<file path="src/rtl/wb_block_reader_pkg.sv">
// rtl/wb_block_reader_pkg.sv - shared types and constants for wb_block_reader
// Purpose: FSM state encoding, bus byte-lane and word-size constants.
// Ports: none (package).
package wb_block_reader_pkg;

  typedef enum logic [1:0] {
    IDLE  = 2'd0,
    ISSUE = 2'd1,
    GAP   = 2'd2,
    DRAIN = 2'd3
  } rd_state_t;

  localparam int         WORD_BYTES = 4;
  localparam logic [3:0] WB_SEL_ALL = 4'hF;

endpackage

</file>
<file path="src/rtl/wb_block_reader_if.sv">
// rtl/wb_block_reader_if.sv - Wishbone classic bus bundle (wshb_if)
// Purpose: groups the Wishbone master/slave signals of one bus segment.
// Ports: clk (input, shared bus clock).
//   master modport drives cyc,stb,we,sel,adr,dat_ms,cti,bte; receives dat_sm,ack,err,rty.
//   slave modport is the mirror image.
interface wshb_if (input logic clk);
  logic        cyc;
  logic        stb;
  logic        we;
  logic [3:0]  sel;
  logic [31:0] adr;
  logic [31:0] dat_ms;
  logic [31:0] dat_sm;
  logic        ack;
  logic        err;
  logic        rty;
  logic [2:0]  cti;
  logic [1:0]  bte;

  modport master (
    input  clk, dat_sm, ack, err, rty,
    output cyc, stb, we, sel, adr, dat_ms, cti, bte
  );

  modport slave (
    input  clk, cyc, stb, we, sel, adr, dat_ms, cti, bte,
    output dat_sm, ack, err, rty
  );
endinterface

</file>
<file path="src/rtl/wb_block_reader_fifo.sv">
// rtl/wb_block_reader_fifo.sv - show-ahead synchronous FIFO (sync_fifo)
// Purpose: word buffer between the bus side and the output stream.
// Ports: clk, rst (async, active-high); push/push_data write; pop read;
//   flush empties the FIFO; head is the oldest word (valid when !empty);
//   empty flag; count = words stored (0..DEPTH).
module sync_fifo #(
  parameter int WIDTH = 32,
  parameter int DEPTH = 8
) (
  input  logic                     clk,
  input  logic                     rst,
  input  logic                     push,
  input  logic [WIDTH-1:0]         push_data,
  input  logic                     pop,
  input  logic                     flush,
  output logic [WIDTH-1:0]         head,
  output logic                     empty,
  output logic [$clog2(DEPTH):0]   count
);

  localparam int AW = $clog2(DEPTH);
  localparam logic [AW:0] FULL_C = (AW+1)'(DEPTH);

  logic [WIDTH-1:0] mem [DEPTH];
  logic [AW-1:0]    wptr;
  logic [AW-1:0]    rptr;
  logic             do_push;
  logic             do_pop;

  assign do_push = push && (count != FULL_C);
  assign do_pop  = pop && (count != '0);
  assign empty   = (count == '0);
  assign head    = mem[rptr];

  // Storage needs no reset; validity is tracked solely by count.
  always_ff @(posedge clk) begin
    if (do_push && !flush) mem[wptr] <= push_data;
  end

  always_ff @(posedge clk or posedge rst) begin
    if (rst) begin
      wptr  <= '0;
      rptr  <= '0;
      count <= '0;
    end else if (flush) begin
      wptr  <= '0;
      rptr  <= '0;
      count <= '0;
    end else begin
      if (do_push) wptr <= wptr + 1'b1;
      if (do_pop)  rptr <= rptr + 1'b1;
      case ({do_push, do_pop})
        2'b10:   count <= count + 1'b1;
        2'b01:   count <= count - 1'b1;
        default: count <= count;
      endcase
    end
  end

endmodule

</file>
<file path="src/rtl/wb_block_reader.sv">
// rtl/wb_block_reader.sv - Wishbone classic block reader feeding a valid/ready stream
// Purpose: on start, reads nwords consecutive words from base_adr, one access at a
//   time, and streams them out in address order through a show-ahead FIFO.
// Ports: clk, rst (async, active-high); start/base_adr/nwords request;
//   busy/done/error status; out_data/out_valid/out_ready stream;
//   wb_m Wishbone classic master.
module wb_block_reader
  import wb_block_reader_pkg::*;
#(
  parameter int LEN_W      = 12,
  parameter int FIFO_DEPTH = 8
) (
  input  logic             clk,
  input  logic             rst,
  input  logic             start,
  input  logic [31:0]      base_adr,
  input  logic [LEN_W-1:0] nwords,
  output logic             busy,
  output logic             done,
  output logic             error,
  output logic [31:0]      out_data,
  output logic             out_valid,
  input  logic             out_ready,
  wshb_if.master           wb_m
);

  localparam int CNT_W = $clog2(FIFO_DEPTH) + 1;
  localparam logic [CNT_W-1:0] DEPTH_C = CNT_W'(FIFO_DEPTH);
  localparam logic [CNT_W-1:0] ONE_C   = CNT_W'(1);

  localparam logic [1:0] S_IDLE  = 2'(IDLE);
  localparam logic [1:0] S_ISSUE = 2'(ISSUE);
  localparam logic [1:0] S_GAP   = 2'(GAP);
  localparam logic [1:0] S_DRAIN = 2'(DRAIN);

  logic [1:0]       state;
  logic [29:0]      base_q;
  logic [LEN_W-1:0] len_q;
  logic [LEN_W-1:0] idx;
  logic [LEN_W-1:0] idx_next;
  logic             done_q;
  logic             error_q;

  logic             push;
  logic             pop;
  logic             flush;
  logic             fifo_empty;
  logic [CNT_W-1:0] fifo_count;
  logic [31:0]      idx_off;

  logic             unused_ok;
  assign unused_ok = &{1'b0, base_adr[1:0]};

  assign idx_next = idx + 1'b1;
  assign idx_off  = {{(30-LEN_W){1'b0}}, idx, 2'b00};

  // Read-only classic master: every access is a single full-word read.
  assign wb_m.cyc    = (state == S_ISSUE);
  assign wb_m.stb    = (state == S_ISSUE);
  assign wb_m.we     = 1'b0;
  assign wb_m.sel    = WB_SEL_ALL;
  assign wb_m.dat_ms = '0;
  assign wb_m.cti    = '0;
  assign wb_m.bte    = '0;
  assign wb_m.adr    = {base_q, 2'b00} + idx_off;

  // err wins over ack so a faulty cycle never deposits data.
  assign push  = (state == S_ISSUE) && wb_m.ack && !wb_m.err;
  assign flush = (state == S_ISSUE) && wb_m.err;
  assign pop   = out_valid && out_ready;

  assign out_valid = !fifo_empty;
  assign busy      = (state != S_IDLE);
  assign done      = done_q;
  assign error     = error_q;

  sync_fifo #(
    .WIDTH (32),
    .DEPTH (FIFO_DEPTH)
  ) u_fifo (
    .clk       (clk),
    .rst       (rst),
    .push      (push),
    .push_data (wb_m.dat_sm),
    .pop       (pop),
    .flush     (flush),
    .head      (out_data),
    .empty     (fifo_empty),
    .count     (fifo_count)
  );

  always_ff @(posedge clk or posedge rst) begin
    if (rst) begin
      state   <= S_IDLE;
      base_q  <= '0;
      len_q   <= '0;
      idx     <= '0;
      done_q  <= 1'b0;
      error_q <= 1'b0;
    end else begin
      done_q <= 1'b0;
      case (state)
        S_IDLE: begin
          if (start) begin
            error_q <= 1'b0;
            if (nwords != '0) begin
              base_q <= base_adr[31:2];
              len_q  <= nwords;
              idx    <= '0;
              state  <= S_ISSUE;
            end else begin
              done_q <= 1'b1;
            end
          end
        end
        S_ISSUE: begin
          if (wb_m.err) begin
            error_q <= 1'b1;
            done_q  <= 1'b1;
            state   <= S_IDLE;
          end else if (wb_m.ack) begin
            idx   <= idx_next;
            state <= (idx_next == len_q) ? S_DRAIN : S_GAP;
          end else if (wb_m.rty) begin
            state <= S_GAP;
          end
        end
        S_GAP: begin
          // Only reissue with a free slot, so the next ack can always be pushed.
          if (fifo_count < DEPTH_C) state <= S_ISSUE;
        end
        S_DRAIN: begin
          if ((fifo_count == '0) || ((fifo_count == ONE_C) && pop)) begin
            done_q <= 1'b1;
            state  <= S_IDLE;
          end
        end
        default: state <= S_IDLE;
      endcase
    end
  end

endmodule

</file>
<file path="src/flat_wrapper.sv">
// flat-port wrapper written by rule: the top's interface ports become plain ports
module wb_block_reader_flat import wb_block_reader_pkg::*;
#(
  parameter int LEN_W      = 12,
  parameter int FIFO_DEPTH = 8
)
  (clk, rst, start, base_adr, nwords, busy, done, error, out_data, out_valid, out_ready, wb_m_dat_sm, wb_m_ack, wb_m_err, wb_m_rty, wb_m_cyc, wb_m_stb, wb_m_we, wb_m_sel, wb_m_adr, wb_m_dat_ms, wb_m_cti, wb_m_bte);
  wshb_if wb_m_i (.clk(clk));
  input  logic clk;
  input  logic rst;
  input  logic start;
  input  logic [31:0] base_adr;
  input  logic [LEN_W-1:0] nwords;
  output logic busy;
  output logic done;
  output logic error;
  output logic [31:0] out_data;
  output logic out_valid;
  input  logic out_ready;
  input wire logic [$bits(wb_m_i.dat_sm)-1:0] wb_m_dat_sm;
  input wire logic [$bits(wb_m_i.ack)-1:0] wb_m_ack;
  input wire logic [$bits(wb_m_i.err)-1:0] wb_m_err;
  input wire logic [$bits(wb_m_i.rty)-1:0] wb_m_rty;
  output wire logic [$bits(wb_m_i.cyc)-1:0] wb_m_cyc;
  output wire logic [$bits(wb_m_i.stb)-1:0] wb_m_stb;
  output wire logic [$bits(wb_m_i.we)-1:0] wb_m_we;
  output wire logic [$bits(wb_m_i.sel)-1:0] wb_m_sel;
  output wire logic [$bits(wb_m_i.adr)-1:0] wb_m_adr;
  output wire logic [$bits(wb_m_i.dat_ms)-1:0] wb_m_dat_ms;
  output wire logic [$bits(wb_m_i.cti)-1:0] wb_m_cti;
  output wire logic [$bits(wb_m_i.bte)-1:0] wb_m_bte;
  assign wb_m_i.dat_sm = wb_m_dat_sm;
  assign wb_m_i.ack = wb_m_ack;
  assign wb_m_i.err = wb_m_err;
  assign wb_m_i.rty = wb_m_rty;
  assign wb_m_cyc = wb_m_i.cyc;
  assign wb_m_stb = wb_m_i.stb;
  assign wb_m_we = wb_m_i.we;
  assign wb_m_sel = wb_m_i.sel;
  assign wb_m_adr = wb_m_i.adr;
  assign wb_m_dat_ms = wb_m_i.dat_ms;
  assign wb_m_cti = wb_m_i.cti;
  assign wb_m_bte = wb_m_i.bte;
  wb_block_reader #(.LEN_W(LEN_W), .FIFO_DEPTH(FIFO_DEPTH)) u_core (.clk(clk), .rst(rst), .start(start), .base_adr(base_adr), .nwords(nwords), .busy(busy), .done(done), .error(error), .out_data(out_data), .out_valid(out_valid), .out_ready(out_ready), .wb_m(wb_m_i));
endmodule
</file>
<file path="config.mk">
export PLATFORM = sky130hd
export DESIGN_NAME = wb_block_reader_flat
export DESIGN_NICKNAME = d
export VERILOG_FILES = /design/src/rtl/wb_block_reader_pkg.sv /design/src/rtl/wb_block_reader_if.sv /design/src/rtl/wb_block_reader_fifo.sv /design/src/rtl/wb_block_reader.sv /design/src/flat_wrapper.sv
export SDC_FILE = /design/constraint.sdc
export NUM_CORES = 1
export LEC_CHECK = 0
export BUFFER_PORTS_ARGS = -buffer_cell sky130_fd_sc_hd__buf_2
export CAP_MARGIN = 40
export CORE_MARGIN = 2
export CORE_UTILIZATION = 30
export DETAILED_ROUTE_END_ITERATION = 8
export PLACE_DENSITY = 0.56
export REMOVE_ABC_BUFFERS = 1
export SYNTH_ARGS = -nofsm -noshare
export SYNTH_HDL_FRONTEND = slang
export SYNTH_HIERARCHICAL = 1
export SYNTH_SLANG_ARGS = --single-unit
</file>
<file path="constraint.sdc">
create_clock -name clk -period 4 [get_ports clk]
set_input_delay 0.2 -clock clk [delete_from_list [all_inputs] [get_ports clk]]
set_output_delay 0.2 -clock clk [all_outputs]
set_load 0.02 [all_outputs]
</file>
-- Word-level counts from Yosys, hierarchy flattened
Memories as Yosys holds them, arrays and structs flattened.
Index checks and enable logic that the tools add are counted.
- register bits: 68
- bits in writable memories: 256
- bits of input ports: 83
- memories kept: 1
- reduce and logical (&&, ||, !) cells: 25
- magnitude comparators: 1
- $add $sub $neg: 6
- equal/unequal tests: 16
- muxes and demuxes: 30
- memories (memory ; depth ; bits a word ; read ports ; clocked after Yosys merged registers in ; write ports ; line ; RTL):
    u_core.u_fifo.mem ; 8 ; 32 ; 1 ; 0 ; 1 ; wb_block_reader_fifo.sv:24 ; logic [WIDTH-1:0] mem [DEPTH];
- operators by type and width (operator ; number):
    two-way mux 12 bit ; 4
    adder 32 x 14 -> 32 bit ; 1
    one-hot mux 12 bit (2 select lines) ; 1
    two-way mux 2 bit ; 7
    adder 12 x 1 -> 12 bit, second input constant ; 1
    equality test 12 bit ; 1
    two-way mux 3 bit ; 4
    nonzero test 12 bit ; 1
    AND reduction 5 bit ; 2
    two-way mux 1 bit ; 9
    logical AND 1 bit ; 8
    != test 2 bit, second input constant ; 4
    != test 4 bit, second input constant ; 2
    one-hot mux 2 bit (4 select lines) ; 1
    one-hot mux 4 bit (2 select lines) ; 1
    nonzero test 2 bit ; 4
    adder 3 x 1 -> 3 bit, second input constant ; 2
    equality test 2 bit, second input constant ; 3
    != test 2 x 1 -> 1 bit, second input constant ; 3
    AND reduction 3 bit ; 2
    adder 4 x 1 -> 4 bit, second input constant ; 1
    equality test 2 x 1 -> 1 bit, second input constant ; 2
    equality test 4 x 1 -> 1 bit, second input constant ; 1
    zero test 4 bit ; 1
    10 further kinds ; 12

-- Depth between registers and ports, before layout
Gate-level depths: netlist (run 1).
- depth after elaboration: 7
- gate-level depth with buffers: 13
- gate-level depth less buffers: 11

-- Hierarchy
The synthesis (run 1) kept the hierarchy.
- modules (own cells, without submodules) (module ; instances ; area each (µm²) ; sequential area each (µm²) ; cells an instance):
    sync_fifo ; 1 ; 10326.2 ; 7937.6 ; 461
    wb_block_reader ; 1 ; 3977.6 ; 1451.4 ; 417

-- Worst setup path after synthesis (run 1)
No wires, ideal clock.
- path kind: reg-to-reg
- start: register u_core.state[1]
- end: memory u_core.u_fifo.mem[0][0], enable pin
- arrival time: 4081 ps
- period minus slack after synthesis: 4542 ps
- stages on the path, launching flop included: 9
- required time: 3539 ps
- buffers on the path: 1
- slack: -542 ps
- cells stage by stage: dfrtp_1 -> and2b_1 -> nand2_1 -> or2_1 -> clkinv_1 -> buf_2 -> nand2_1 -> or3_1 -> nor3_1
- word-level cells in the longest chain between the ends: 7
- RTL lines (element ; line ; RTL):
    start: declaration ; wb_block_reader.sv:36 ; logic [1:0] state;
    start signal: assignment ; wb_block_reader.sv:123 ; state <= (idx_next == len_q) ? S_DRAIN : S_GAP;
    equality test 2 x 1 -> 1 bit ; - ;
    via wb_m_cyc ; flat_wrapper.sv:24 ; output wire logic [$bits(wb_m_i.cyc)-1:0] wb_m_cyc;
    logical AND 1 bit (2 in a row) ; wb_block_reader.sv:68 ; assign push = (state == S_ISSUE) && wb_m.ack && !wb_m.err;
    via u_core.push ; wb_block_reader.sv:44 ; logic push;
    logical AND 1 bit ; wb_block_reader_fifo.sv:30 ; assign do_push = push && (count != FULL_C);
    logical AND 1 bit ; wb_block_reader_fifo.sv:37 ; if (do_push && !flush) mem[wptr] <= push_data;
    two-way mux 1 bit ; wb_block_reader_fifo.sv:37 ;
    two-way mux 1 bit (implied by the code) ; wb_block_reader_fifo.sv:37 ;
    end: declaration ; wb_block_reader_fifo.sv:24 ;
The timed path passes the listed nets, and every way through them passes these cells.

-- Final worst setup path (run 1)
- start: register u_core.idx[0]
- end: output port wb_m_adr[18]
- word-level cells in the longest chain between the ends: 1
- RTL lines (element ; line ; RTL):
    start: declaration ; wb_block_reader.sv:39 ; logic [LEN_W-1:0] idx;
    start signal: assignment ; wb_block_reader.sv:122 ; idx <= idx_next;
    adder 32 x 14 -> 32 bit ; wb_block_reader.sv:65 ; assign wb_m.adr = {base_q, 2'b00} + idx_off;
    end: declaration ; flat_wrapper.sv:28 ; output wire logic [$bits(wb_m_i.adr)-1:0] wb_m_adr;
No other way between the ends.

==> flow_summary_export.csv, run 1 <==
group,metric,value,unit
sta,grt_setup_unrepaired,"false",
routing,drt-vias-per-instance,4.60,
sta,finalHoldViolCount,0,
floorplan,ioPinCount,195,
clock_network,cts.sinks,324,
floorplan,core_area,47400,µm²
yosys,yosys.area.top_type,"edfxtp_1",
global_routing,grt_usage,13.0,%
clock_network,root_buffer,"clkbuf_16",
setup_path,r2r_slack,960,ps
setup_path,critPathKind,"reg2out",
sta,worstMarginPinSlew,687,ps
yosys,synthFlopType,"edfxtp_1",
final_layout,nFillCells,4511,
sta,maxSlewHeadroom,53.6,%
yosys,syn_area,14300,µm²
clock_network,clockBufferDepth,3,
final_layout,area_delta_synth_final,23.1,%
clock_network,clk_pin_slew,60,ps
final_layout,final_cells,1764,
floorplan,row_count,80,
yosys,async_reset_ff_share,21.0,%
clock_network,clock_latency,530,ps
sta,fin_ws,576,ps
final_layout,fin_nets,1219,
placed_design,place_congestion,0.739,
clock_network,cts_buffers,37,
power_and_ir_drop,p_per_area,635,nW/µm²
yosys,synthTopCellsByArea,"edfxtp_1 (54%), dfrtp_1 (12%), mux4_2 (10%)",
placed_design,pre_cts_slack,967,ps
floorplan,die-area,49400,µm²
run,drv_cap,0,
global_routing,antenna_found_initial,4,
setup_path,endpoint_kind,"primary output",
setup_path,cp_max_fo,6,
routing,vias,8113,
power_and_ir_drop,p_leak,6.38,nW
routing,drc,0,
global_routing,grt_pass1_vias,8612,
hold_path,hp-class,"in2reg",
placed_design,placedCellCount,1618,
yosys,synthCells,878,
placed_design,portBuffers,148,
global_routing,grt_max_degree,47,
sta,setup-violations-final,0,
setup_path,startpoint_type,"register",
floorplan,die_h,222,µm
yosys,ys_types,61,
sta,finalCriticalPeriod,3420,ps
yosys,synth_area_per_cell,16.3,µm²
power_and_ir_drop,irDropWorstVdd,524,µV
yosys,yosysWarnings,6,
sta,skew,9.90,ps
clock_network,cts_tree,"done",
sta,fmax,292,MHz
yosys,synth-edff-count,256,
setup_path,cp.required,3800,ps
yosys,yosys_register_bits,324,
global_routing,grt_pass1_wl,49800,µm
routing,wirelength,31900,µm
routing,wl_per_cell,18.1,µm
placed_design,place_hpwl,19600,µm
floorplan,die_x,222,µm
sta,fin_crit_sh,85.6,%
final_layout,layout-drive-gt1-share,29.4,%
global_routing,grt_remaining_overflow,0,
routing,drtPass1Iterations,5,
floorplan,start_util,30.1,%
routing,ant_nets,0,
clock_network,post_cts_buffers,0,
sta,finalMaxSlewViolations,0,
status,status,"complete, no violations",
yosys,synth.top_cell.area_share,53.7,%
routing,drt_iter0_markers,374,
setup_path,worstPathArrival,3220,ps
yosys,ys_seq_area_share,65.6,%
clock_network,h-tree-depth,2,
cells by family after synthesis:
kind of cell             after synthesis  share of synthesized area [%]
adder cells (fa/ha/maj)               18                           1.63
buffers and inverters                101                           4.07
multiplexers                         140                           16.0
AND/OR/NAND/NOR                      148                           5.22
AO/OA/AOI/OAI                         94                           4.24
other                                  2                         0.0525
XOR/XNOR                              51                           3.12
flip-flops                           324                           65.6
flip-flops by register name, summed over array words and instances (netlist names):
register,count
u_core/state,2
u_core/u_fifo/wptr,3
u_core/len_q,12
u_core/u_fifo/mem,256
u_core/u_fifo/rptr,3
u_core/done,1
u_core/base_q,30
u_core/u_fifo/count,4
u_core/idx,12
u_core/error,1
worst paths after layout:
kind / startpoint / end / cells past startpoint
min reg2reg: u_core/base_q[6]$_DFFE_PP0P_ / u_core/base_q[6]$_DFFE_PP0P_ / 1
max reg2reg: u_core/u_fifo/count[1]$_DFFE_PP0P_ / u_core/u_fifo/count[3]$_DFFE_PP0P_ / 10
min: start / u_core/done$_DFF_PP0_ / 3
min in group asynchronous: rst / u_core/base_q[18]$_DFFE_PP0P_ / 3
max in group asynchronous: rst / u_core/len_q[1]$_DFFE_PP0P_ / 4
max: u_core/idx[0]$_DFFE_PP0P_ / wb_m_adr[18] / 10
cell usage after synthesis, types with 6 or more instances:
cell	number
a21o_1	9
a21oi_1	19
and2_1	6
and3_1	9
buf_2	17
buf_4	48
clkbuf_1	13
dfrtp_1	68
edfxtp_1	256
ha_1	17
inv_1	16
mux2_1	38
mux2_2	34
mux4_2	64
nand2_1	34
nand2b_1	7
nand3_1	16
nand4_1	11
nor2_1	36
o21ai_0	14
o21ai_1	15
xnor2_1	37
xor2_1	14
cells in the final DEF (no fill, tap or decap), drive strengths merged, types with 14 or more instances in the layout:
cell / count
xor2: 14
buf: 167
edfxtp: 256
inv: 17
mux2: 72
nor2: 38
clkinv: 14
conb: 44
nand2: 34
xnor2: 37
clkbuf: 52
o21ai: 30
dlygate4sd3: 76
a21oi: 19
ha: 17
mux4: 64
dfrtp: 68
nand3: 16
worst max-delay path: stages (launching register included):
cell	delay [ps]
dfrtp_1	440
ha_1	220
inv_1	60
fa_1	410
nor2b_1	180
o31a_1	240
a221oi_2	120
o21ai_1	430
nand3_1	190
xnor2_1	220
buf_2	200
per-layer routing:
layer  wire (µm)  GRT usage (%)  part of all wire (%)
met5          20              0                 0.063
met4         487           2.94                   1.5
met3        1840           3.05                   5.8
met2       15400           21.8                    48
met1       14100           17.0                    44
stage by stage:
step                power [W]  hold slack (ps)  TNS, ps  area [µm²]  utilization [%]
floorplan             0.00696             40.2   -42820       13900                -
global placement      0.00803              190        0       15700             33.1
detailed placement    0.00807              188        0       15700             33.1
CTS                    0.0114             38.3        0       17600             37.1
global route           0.0118             61.2        0       17600             37.1
finish                 0.0112             60.3        0       17600             37.1
power by group:
part / switching, W / total [W] / internal, W
clock network: 0.00135 / 0.00318 / 0.00183
registers: 0.000444 / 0.00444 / 0.00399
logic: 0.00191 / 0.00357 / 0.00166
timing repair:
action | CTS | global route
resized for setup | 0 | 0
hold buffers | 76 | 0
endpoints found under the hold margin | 321 | 0
cell type report:
type	count	area, µm²	share of cell area, %
Sequential cell	324	9390	53.4
Multi-Input combinational cell	495	4550	25.8
Tap cell	615	769	4.37
Timing Repair Buffer	243	1690	9.62
Antenna cell	2	5.00	0.0284
Clock inverter	16	128	0.725
Clock buffer	52	1000	5.70
Inverter	17	63.8	0.362
Power figures use the tool's default switching activity.
==> run 2: changes to the inputs <==
Settings changed: CORE_UTILIZATION 30 to 52, PLACE_DENSITY 0.56 to 0.83.
==> run 2 against run 1 <==
Via count rose by 2.0%. Die area fell by 42%. Clock power rose by 1%. Flip-flop and latch count unchanged. Sequential share of layout area up 1.0 points. Cell count fell by 16%. First-iteration DRC count up 83%. Non-clock buffer count down 3.
==> flow_summary_export.csv, run 2 (synthesis gave the netlist of run 1 again) <==
group,metric,value,unit
sta,finalMaxSlewViolations,0,
clock_network,cts_buffers,34,
power_and_ir_drop,p_per_area,650,nW/µm²
sta,worstMarginPinSlew,782,ps
clock_network,clockBufferDepth,3,
setup_path,cp_cell_sequence,"ha_1 -> inv_1 -> fa_1 -> nor2b_1 -> o31a_1 -> a221oi_2 -> o21ai_1 -> nand3_1 -> xnor2_1 -> buf_2",
routing,ant_nets,0,
sta,grt_setup_unrepaired,"false",
placed_design,portBuffers,148,
final_layout,nFillCells,1783,
power_and_ir_drop,irDropWorstVdd,556,µV
routing,wirelength,30500,µm
clock_network,cts.sinks,324,
sta,fmax,300,MHz
clock_network,h-tree-depth,2,
routing,wl_per_cell,20.6,µm
routing,drt-vias-per-instance,5.60,
final_layout,layout_commonest_cell,"edfxtp_1",
power_and_ir_drop,p_leak,6.37,nW
global_routing,grt_pass1_wl,47400,µm
setup_path,r2r_slack,950,ps
clock_network,clk_pin_slew,60,ps
hold_path,min_from,"start",
global_routing,antenna_found_initial,0,
floorplan,die_x,170,µm
status,status,"complete, no violations",
final_layout,area_delta_synth_final,20.8,%
floorplan,ioPinCount,195,
final_layout,final_cell_mix,"edfxtp_1 (256), buf_2 (148), dlygate4sd3_1 (76)",
setup_path,critPathKind,"reg2out",
final_layout,top_register,"u_core/u_fifo/mem",
global_routing,grt_max_degree,55,
setup_path,cpLargestDelayFamily,"compound AO/OA/AOI/OAI gates",
power_and_ir_drop,p_total,0.0112,W
setup_path,endpoint_kind,"primary output",
clock_network,cts_tree,"done",
setup_path,crit_path_top_delay_cell,"dfrtp_1",
placed_design,place_congestion,0.832,
setup_path,r2r-start,"u_core/u_fifo/count[1]$_DFFE_PP0P_",
floorplan,die_h,170,µm
final_layout,fin_nets,1213,
floorplan,core_area,27000,µm²
sta,finalHoldViolCount,0,
final_layout,layout-drive-gt1-share,29.6,%
routing,drt_iter0_markers,686,
clock_network,root_buffer,"clkbuf_16",
sta,finalCriticalPeriod,3330,ps
sta,fin_crit_sh,83.3,%
global_routing,grt_usage,21.4,%
global_routing,grt_remaining_overflow,0,
routing,drtPass1Iterations,5,
floorplan,start_util,53.1,%
clock_network,clock_latency,520,ps
sta,setup-violations-final,0,
setup_path,critPathBufInv,2,
hold_path,hp-class,"in2reg",
placed_design,placed_cell_area,15400,µm²
setup_path,worstPathArrival,3130,ps
floorplan,die-area,28800,µm²
clock_network,post_cts_buffers,0,
global_routing,grt_pass1_vias,8613,
sta,maxSlewHeadroom,47.9,%
setup_path,startpoint_type,"register",
setup_path,cp.required,3800,ps
routing,drc,0,
setup_path,r2r_end,"u_core/u_fifo/count[3]$_DFFE_PP0P_",
final_layout,top_regs,"u_core/u_fifo/mem x256, u_core/base_q x30",
final_layout,stdcell_area,17300,µm²
floorplan,row_count,60,
setup_path,cp_max_fo,6,
setup_path,worst_r2r_path_depth,10,
run,drv_cap,0,
sta,skew,13.5,ps
setup_path,cp.depth,10,
setup_path,critPathMaxStageDelay,450,ps
final_layout,diodes,0,
routing,vias,8277,
placed_design,place_hpwl,17500,µm
final_layout,largest_register_ffs,256,
setup_path,cp-startpoint,"u_core/idx[0]$_DFFE_PP0P_",
setup_path,critPathCapture,"wb_m_adr[22]",
## run 2: cell types whose count changed in the layout (fill, tap and decap cells not counted), sizes merged, moves of 2 or more
cell	change
clkbuf	-14
bufinv	+4
diode	-2
clkinv	+2
clkinvlp	+2
buf	-3
## run 2: timing repair
| action | CTS | global route |
|---|---|---|
| hold buffers | 76 | 0 |
| resized for setup | 0 | 0 |
| setup endpoints to repair | 0 | 0 |
| endpoints found under the hold margin | 313 | 0 |
## run 2: worst min-delay path by stage
| stage | endpoint | slack, ps | cells past startpoint |
|---|---|---|---|
| global placement | u_core/done$_DFF_PP0_ | 90 | 2 |
| CTS | u_core/done$_DFF_PP0_ | 30 | 3 |
| finish | u_core/done$_DFF_PP0_ | 70 | 3 |
| global route | u_core/done$_DFF_PP0_ | 50 | 3 |
| floorplan | u_core/u_fifo/count[0]$_DFFE_PP0P_ | 40 | 1 |
| detailed placement | u_core/state[0]$_DFFE_PP0P_ | 100 | 2 |
## run 2: power by group
group | switching [W] | internal (W) | total, W
clock | 0.00129 | 0.00193 | 0.00322
sequential | 0.000460 | 0.00399 | 0.00445
combinational | 0.00189 | 0.00167 | 0.00356
total | 0.00364 | 0.00759 | 0.0112
## run 2: per-layer routing
layer	share of wire [%]	wire length, µm	global-route usage (%)
met5	0	0	0
met4	2.3	712	6.06
met3	6.3	1910	3.86
met2	50	15200	37.1
met1	42	12700	28.0
## run 2: worst register-to-register path: stages, from the launching register on
cell	delay, ps
dfrtp_1	550
or3_1	280
nor2_1	90
nor2b_1	510
o21ai_2	190
nor2_2	180
ha_1	310
or3_1	350
a21boi_0	160
a2111oi_0	90
nor4_1	250
## run 2: cell type report
cell class | count | area, µm² | area share [%]
tap | 341 | 427 | 2.47
multi-input combinational | 495 | 4550 | 26.3
timing repair buffer | 240 | 1680 | 9.75
inverter | 17 | 63.8 | 0.369
sequential | 324 | 9390 | 54.4
clock inverter | 23 | 267 | 1.54
clock buffer | 38 | 887 | 5.14
## run 2: per-stage QoR
stage / hold slack (ps) / cells / util, % / TNS, ps / setup WS (ps)
5_1_grt: 48.3 / 1478 / 64.1 / 0 / 452
6_report: 67.1 / 1478 / 64.1 / 0 / 669
3_3_place_gp: 92.0 / 1340 / 56.9 / 0 / 1130
4_1_cts: 28.1 / 1478 / 64.1 / 0 / 664
2_1_floorplan: 40.2 / 836 / - / -42820 / -698
3_5_place_dp: 96.4 / 1341 / 57.0 / 0 / 1020
